===== config.mk =====
export PLATFORM = sky130hd
export DESIGN_NAME = rifl_rx_ctrl_decoder
export DESIGN_NICKNAME = d
export VERILOG_FILES = /design/src/rtl/rifl_rx_ctrl_pkg.sv /design/src/rtl/rifl_rx_ctrl_lane.sv /design/src/rtl/rifl_rx_ctrl_decoder.sv
export SDC_FILE = /design/constraint.sdc
export NUM_CORES = 1
export LEC_CHECK = 0
export BUFFER_PORTS_ARGS = -buffer_cell sky130_fd_sc_hd__buf_4
export CAP_MARGIN = 20
export CORE_UTILIZATION = 58
export CTS_CLUSTER_DIAMETER = 60
export CTS_CLUSTER_SIZE = 25
export DETAILED_ROUTE_END_ITERATION = 12
export PLACE_DENSITY = 0.81
export SLEW_MARGIN = 10
export SYNTH_ARGS = -nofsm -noshare
export SYNTH_HDL_FRONTEND = slang
export SYNTH_HIERARCHICAL = 1
export SYNTH_SLANG_ARGS = --single-unit

===== constraint.sdc =====
create_clock -name clk -period 3.19 [get_ports clk]
set_input_delay 0.4785 -clock clk [delete_from_list [all_inputs] [get_ports clk]]
set_output_delay 0.4785 -clock clk [all_outputs]
set_load 0.01 [all_outputs]

===== src/rtl/rifl_rx_ctrl_pkg.sv =====
// Shared constants and types for the RIFL RX control-code decoder.
// Holds sync-header encodings, control keys, the frame-class enum and
// small helpers used by the per-lane detector.
package rifl_rx_ctrl_pkg;

    localparam logic [1:0]  HDR_DATA    = 2'b01;
    localparam logic [1:0]  HDR_CTRL    = 2'b10;

    localparam logic [15:0] IDLE_KEY    = 16'h0001;
    localparam logic [15:0] PAUSE_KEY   = 16'h0010;
    localparam logic [15:0] RETRANS_KEY = 16'h1000;

    // Width of the per-lane run counters; thresholds are limited to 2..255.
    localparam int unsigned RUN_CNT_W = 8;

    typedef enum logic [1:0] {
        FC_DATA,
        FC_CTRL,
        FC_BAD
    } frame_class_e;

    function automatic frame_class_e classify(input logic [1:0] hdr);
        frame_class_e fc;
        case (hdr)
            HDR_DATA: fc = FC_DATA;
            HDR_CTRL: fc = FC_CTRL;
            default:  fc = FC_BAD;
        endcase
        return fc;
    endfunction

    function automatic logic [RUN_CNT_W-1:0] sat_inc(input logic [RUN_CNT_W-1:0] cnt,
                                                      input logic [RUN_CNT_W-1:0] max);
        return (cnt == max) ? cnt : cnt + 1'b1;
    endfunction

endpackage


===== src/rtl/rifl_rx_ctrl_lane.sv =====
// Single-lane control-code detector.
// Counts consecutive PAUSE / RETRANS control frames and consecutive regular
// frames on one lane and turns them into debounced request levels.
// Ports:
//   clk, rst      clock, synchronous active-high reset
//   sof           frame-start qualifier for code
//   rx_aligned    block alignment; low clears the run counters
//   code          [17:16] sync header, [15:0] key
//   lane_pause    pause request (registered)
//   lane_retrans  retransmit request (registered)
//   hdr_err       sticky invalid-header flag (registered)
module rifl_rx_ctrl_lane
    import rifl_rx_ctrl_pkg::*;
#(
    parameter int unsigned ASSERT_THRESH  = 8,
    parameter int unsigned RELEASE_THRESH = 16
) (
    input  logic        clk,
    input  logic        rst,
    input  logic        sof,
    input  logic        rx_aligned,
    input  logic [17:0] code,
    output logic        lane_pause,
    output logic        lane_retrans,
    output logic        hdr_err
);

    localparam logic [RUN_CNT_W-1:0] ASSERT_MAX  = RUN_CNT_W'(ASSERT_THRESH);
    localparam logic [RUN_CNT_W-1:0] RELEASE_MAX = RUN_CNT_W'(RELEASE_THRESH);

    logic [RUN_CNT_W-1:0] pause_cnt_q, pause_cnt_d;
    logic [RUN_CNT_W-1:0] retrans_cnt_q, retrans_cnt_d;
    logic [RUN_CNT_W-1:0] reg_cnt_q, reg_cnt_d;
    logic                 hdr_err_q, hdr_err_d;
    logic                 lane_pause_q, lane_retrans_q;

    frame_class_e fc;
    logic [15:0]  key;
    logic         is_regular;
    logic         release_hit;

    always_comb begin
        fc          = classify(code[17:16]);
        key         = code[15:0];
        is_regular  = (fc == FC_DATA) || ((fc == FC_CTRL) && (key == IDLE_KEY));
        // A BAD frame only clears the regular run; it never releases requests.
        release_hit = (fc == FC_DATA) && (reg_cnt_q == RELEASE_MAX);

        pause_cnt_d   = pause_cnt_q;
        retrans_cnt_d = retrans_cnt_q;
        reg_cnt_d     = reg_cnt_q;
        hdr_err_d     = hdr_err_q;

        if (!rx_aligned) begin
            pause_cnt_d   = '0;
            retrans_cnt_d = '0;
            reg_cnt_d     = '0;
        end else if (sof) begin
            if (fc == FC_BAD) begin
                hdr_err_d = 1'b1;
            end
            if (fc == FC_CTRL) begin
                pause_cnt_d   = (key == PAUSE_KEY)   ? sat_inc(pause_cnt_q, ASSERT_MAX)   : '0;
                retrans_cnt_d = (key == RETRANS_KEY) ? sat_inc(retrans_cnt_q, ASSERT_MAX) : '0;
            end else if (release_hit) begin
                pause_cnt_d   = '0;
                retrans_cnt_d = '0;
            end
            reg_cnt_d = is_regular ? sat_inc(reg_cnt_q, RELEASE_MAX) : '0;
        end
    end

    always_ff @(posedge clk) begin
        if (rst) begin
            pause_cnt_q    <= '0;
            retrans_cnt_q  <= '0;
            reg_cnt_q      <= '0;
            hdr_err_q      <= 1'b0;
            lane_pause_q   <= 1'b0;
            lane_retrans_q <= 1'b0;
        end else begin
            pause_cnt_q    <= pause_cnt_d;
            retrans_cnt_q  <= retrans_cnt_d;
            reg_cnt_q      <= reg_cnt_d;
            hdr_err_q      <= hdr_err_d;
            // Requests are flopped from the next-state counts so they track
            // the counters on the same edge.
            lane_pause_q   <= (pause_cnt_d == ASSERT_MAX);
            lane_retrans_q <= (retrans_cnt_d == ASSERT_MAX);
        end
    end

    assign lane_pause   = lane_pause_q;
    assign lane_retrans = lane_retrans_q;
    assign hdr_err      = hdr_err_q;

endmodule


===== src/rtl/rifl_rx_ctrl_decoder.sv =====
// Multi-lane RIFL RX control-code decoder.
// Instantiates one detector per lane, aggregates their requests for the TX
// scheduler and keeps saturating rising-edge event counters for the CSRs.
// Ports:
//   clk, rst        clock, synchronous active-high reset
//   sof             per-lane frame-start qualifier
//   rx_aligned      per-lane block alignment
//   code            per-lane 18-bit frame (header + key), lane i at [18*i +: 18]
//   lane_pause      per-lane pause request
//   lane_retrans    per-lane retransmit request
//   pause_req       OR of lane_pause
//   retrans_req     OR of lane_retrans
//   retrans_pulse   one-cycle pulse after any lane_retrans rising edge
//   pause_events    saturating count of lane_pause rising edges
//   retrans_events  saturating count of lane_retrans rising edges
//   hdr_err         per-lane sticky invalid-header flag
module rifl_rx_ctrl_decoder
    import rifl_rx_ctrl_pkg::*;
#(
    parameter int unsigned NUM_LANES      = 4,
    parameter int unsigned ASSERT_THRESH  = 8,
    parameter int unsigned RELEASE_THRESH = 16,
    parameter int unsigned EVT_CNT_W      = 16
) (
    input  logic                    clk,
    input  logic                    rst,
    input  logic [NUM_LANES-1:0]    sof,
    input  logic [NUM_LANES-1:0]    rx_aligned,
    input  logic [NUM_LANES*18-1:0] code,
    output logic [NUM_LANES-1:0]    lane_pause,
    output logic [NUM_LANES-1:0]    lane_retrans,
    output logic                    pause_req,
    output logic                    retrans_req,
    output logic                    retrans_pulse,
    output logic [EVT_CNT_W-1:0]    pause_events,
    output logic [EVT_CNT_W-1:0]    retrans_events,
    output logic [NUM_LANES-1:0]    hdr_err
);

    localparam int unsigned POP_W = $clog2(NUM_LANES + 1);
    localparam int unsigned SUM_W = EVT_CNT_W + 1;

    for (genvar i = 0; i < NUM_LANES; i++) begin : g_lane
        rifl_rx_ctrl_lane #(
            .ASSERT_THRESH  (ASSERT_THRESH),
            .RELEASE_THRESH (RELEASE_THRESH)
        ) u_lane (
            .clk          (clk),
            .rst          (rst),
            .sof          (sof[i]),
            .rx_aligned   (rx_aligned[i]),
            .code         (code[i*18 +: 18]),
            .lane_pause   (lane_pause[i]),
            .lane_retrans (lane_retrans[i]),
            .hdr_err      (hdr_err[i])
        );
    end

    // Lane requests are already flops; the aggregate is a plain OR of them.
    assign pause_req   = |lane_pause;
    assign retrans_req = |lane_retrans;

    logic [NUM_LANES-1:0] pause_prev_q, retrans_prev_q;
    logic [NUM_LANES-1:0] pause_rise, retrans_rise;
    logic [POP_W-1:0]     pause_pop, retrans_pop;
    logic [SUM_W-1:0]     pause_sum, retrans_sum;
    logic [EVT_CNT_W-1:0] pause_events_q, pause_events_d;
    logic [EVT_CNT_W-1:0] retrans_events_q, retrans_events_d;
    logic                 retrans_pulse_q;

    always_comb begin
        pause_rise   = lane_pause & ~pause_prev_q;
        retrans_rise = lane_retrans & ~retrans_prev_q;

        pause_pop   = '0;
        retrans_pop = '0;
        for (int i = 0; i < NUM_LANES; i++) begin
            pause_pop   = pause_pop + POP_W'(pause_rise[i]);
            retrans_pop = retrans_pop + POP_W'(retrans_rise[i]);
        end

        // One extra bit catches the carry; clamp to all-ones instead of wrapping.
        pause_sum        = {1'b0, pause_events_q} + SUM_W'(pause_pop);
        retrans_sum      = {1'b0, retrans_events_q} + SUM_W'(retrans_pop);
        pause_events_d   = pause_sum[EVT_CNT_W] ? '1 : pause_sum[EVT_CNT_W-1:0];
        retrans_events_d = retrans_sum[EVT_CNT_W] ? '1 : retrans_sum[EVT_CNT_W-1:0];
    end

    always_ff @(posedge clk) begin
        if (rst) begin
            pause_prev_q     <= '0;
            retrans_prev_q   <= '0;
            pause_events_q   <= '0;
            retrans_events_q <= '0;
            retrans_pulse_q  <= 1'b0;
        end else begin
            pause_prev_q     <= lane_pause;
            retrans_prev_q   <= lane_retrans;
            pause_events_q   <= pause_events_d;
            retrans_events_q <= retrans_events_d;
            retrans_pulse_q  <= |retrans_rise;
        end
    end

    assign pause_events   = pause_events_q;
    assign retrans_events = retrans_events_q;
    assign retrans_pulse  = retrans_pulse_q;

endmodule

==> out/results.tsv <==
metric	value	unit
clock_latency	0.42	ns
holdPathEnd	g_lane[3].u_lane/hdr_err	
antenna_found_initial	0	
avgSynthCellArea	8.37	sq um
grt_pass1_wl	36100	um
ioPinCount	129	
first_pass_iters	7	
ir_drop	0.412	mV
start_kind	flop	
cap_viol_max_count	0	
finalCritPeriodShare	0.917	
fmax	342	MHz
gr-usage-all-layers	0.272	
viasPerCell	6.11	
r2r-end	retrans_events[1]	
portBuffers	128	
diodes	0	
setup_viol	0	
final_layout_size_suffix_gt1_frac	0.180	
clock-root-buffer	clkbuf_16	
critPathRequiredTime	3.53	ns
syn_nets	1200	
drtIter0Drc	643	
hp-class	in2reg	
relSlewSlack	0.530	
cts_sinks	149	
final_cell_mix	dfxtp_1 (149), buf_4 (133), nor2_1 (91)	
rsz0062_at_grt	no	
dpl.hpwl	15300	um
drv_slew	0	
cts_buffers	17	
rows	45	
reg2reg_depth	9	
synth_top_flop_cell	dfxtp_1	
htreeDepth	4	
ys_seq_area_frac	0.332	
slowest_delay	0.49	ns
synth_edf_count	0	
ys_ff_latch	149	
syn_area	8990	sq um
p_total	4.23	mW
final_common_cell	dfxtp_1	
hp-start	rx_aligned[3]	
wl_per_cell	15.4	um
die_w	126	um
dieArea	16000	sq um
place_congestion	0.932	
die_h	126	um
cts_tree	done	
crit_top_cell	fa_1	
vias	8525	
path_buf_inv	1	
outcome	finished, final reports clean	
drc_errors	0	
crit_type	reg2reg	
ant_nets	0	
initial_core_util	0.593	
rrSetupSlack	0.26	ns
p_leak	3.95	nW
holdWs	0.326	ns
async_reset_ff_frac	0	
grt_max_degree	48	
setup.worst_path.end_class	flop	
fin_skew	0.0109	ns
yosys_warnings	6	
synth_cell_types	91	
min_period	2.93	ns
syn_inst	1074	
clk_pin_slew	0.06	ns
cp_top_family	adder cells	
worstPathArrival	3.27	ns
placeableCoreArea	15100	sq um
cts_buffer_depth	2	
path_max_fanout	12	
p_per_area	395	nW/um^2
rr_startpoint	g_lane[0].u_lane/lane_retrans	
grt_pass1_vias	7867	
final_nets	1320	
hold_viol_final	0	
area_growth	19.2	%
wl	21400	um
grt-ovfl-total	0	
hold_depth	3	
path_cells	nand2b_1, fa_1, fa_1, inv_1, fa_1, and2_1, and2_1, nand3_1, a21oi_1	
tightest_slew	0.695	ns
cp_slowest_cell	fa_1	
setup_tns	0	ns
worst max-delay path by stage:
| stage | endpoint | slack (ns) | cells after the start | startpoint |
|---|---|---|---|---|
| 2_1_floorplan | pause_events[13] | 0.46 | 10 | g_lane[0].u_lane/lane_pause |
| 3_3_place_gp | pause_events[0] | 0.29 | 9 | pause_prev_q[0] |
| 3_5_place_dp | pause_events[13] | 0.16 | 9 | g_lane[0].u_lane/lane_pause |
| 4_1_cts | pause_events[13] | 0.13 | 9 | g_lane[0].u_lane/lane_pause |
| 5_1_grt | retrans_events[1] | 0.04 | 9 | g_lane[0].u_lane/lane_retrans |
| 6_report | retrans_events[1] | 0.26 | 9 | g_lane[0].u_lane/lane_retrans |
final cells by class:
type | instances | area [sq um]
clock inverter | 12 | 178
sequential | 149 | 2980
clock buffer | 20 | 447
inverter | 58 | 218
timing repair buffer | 133 | 998
fill | 1226 | 4440
multi-input combinational | 835 | 5650
tap | 188 | 235
sequential cells by signal (all words and copies together) (netlist names):
| name | flops |
|---|---|
| g_lane.u_lane/pause_cnt_q | 32 |
| g_lane.u_lane/reg_cnt_q | 32 |
| g_lane.u_lane/retrans_cnt_q | 32 |
| pause_events | 16 |
| retrans_events | 16 |
| g_lane.u_lane/hdr_err | 4 |
| g_lane.u_lane/lane_pause | 4 |
| g_lane.u_lane/lane_retrans | 4 |
| pause_prev_q | 4 |
| retrans_prev_q | 4 |
| retrans_pulse | 1 |
repair_timing:
item | CTS | global route
hold buffers | 0 | 0
gates resized for setup | 0 | 1
buffers inserted | 0 | 0
setup endpoints to repair | 0 | 10
synth_stat cells (all sizes together), types with 8 or more instances:
| master | number | share of area |
|---|---|---|
| a211oi | 9 | 0.0075 |
| a21oi | 71 | 0.040 |
| a22oi | 9 | 0.0075 |
| a31oi | 13 | 0.0091 |
| and2 | 9 | 0.0063 |
| and3 | 27 | 0.019 |
| and4 | 8 | 0.0079 |
| buf | 12 | 0.0070 |
| clkbuf | 20 | 0.0084 |
| dfxtp | 149 | 0.33 |
| ha | 38 | 0.053 |
| inv | 58 | 0.024 |
| nand2 | 77 | 0.032 |
| nand2b | 26 | 0.018 |
| nand3 | 55 | 0.033 |
| nand3b | 11 | 0.0092 |
| nand4 | 28 | 0.022 |
| nor2 | 92 | 0.039 |
| nor2b | 23 | 0.016 |
| nor3 | 41 | 0.027 |
| nor3b | 8 | 0.0067 |
| nor4 | 28 | 0.029 |
| nor4b | 11 | 0.011 |
| o21ai | 45 | 0.025 |
| o311ai | 11 | 0.014 |
| o31ai | 12 | 0.010 |
| or3 | 22 | 0.016 |
| or4 | 14 | 0.013 |
| xnor2 | 15 | 0.015 |
| xor2 | 34 | 0.033 |
routing by layer:
layer | vias to the layer above | GRT usage | routed length (um)
li1 | 4209 | - | -
met1 | 3975 | 0.350 | 9570
met2 | 309 | 0.459 | 10200
met3 | 32 | 0.0578 | 1330
met4 | 0 | 0.0765 | 278
met5 | - | 0 | 0
kinds of logic after synthesis:
kind of cell,count (synthesis),share of synthesized area
adders and majority gates,44,0.0663
muxes,3,0.00334
DFF,149,0.332
and+or+nand+nor,497,0.322
xor gates and xnor gates,49,0.0478
AOI/OAI and AO/OA,242,0.189
buffers and inverters,90,0.0395
worst reg2reg max path, stage by stage, from the launching register on:
cell	delay (ns)
dfxtp_1	0.37
nand2b_1	0.11
fa_1	0.49
fa_1	0.45
inv_1	0.08
fa_1	0.25
and2_1	0.23
and2_1	0.21
nand3_1	0.38
a21oi_1	0.27
through the flow:
stage                     cell area [sq um]   util  worst slack (ns)  std cells
after floorplan                        8990      -             0.463       1074
after global placement                10100  0.666             0.287       1363
after detailed placement              10100  0.666             0.157       1363
after CTS                             10700  0.707             0.131       1395
after global routing                  10700  0.707            0.0394       1395
final                                 10700  0.707             0.264       1395
power by group:
part / switching [mW] / leakage [nW] / internal [mW]
Combinational: 0.133 / 2.46 / 0.112
Clock: 0.781 / 0.293 / 1.33
Sequential: 0.00445 / 1.20 / 1.87
Total: 0.919 / 3.95 / 3.31
Note: power is estimated with default switching activity, not from simulation.
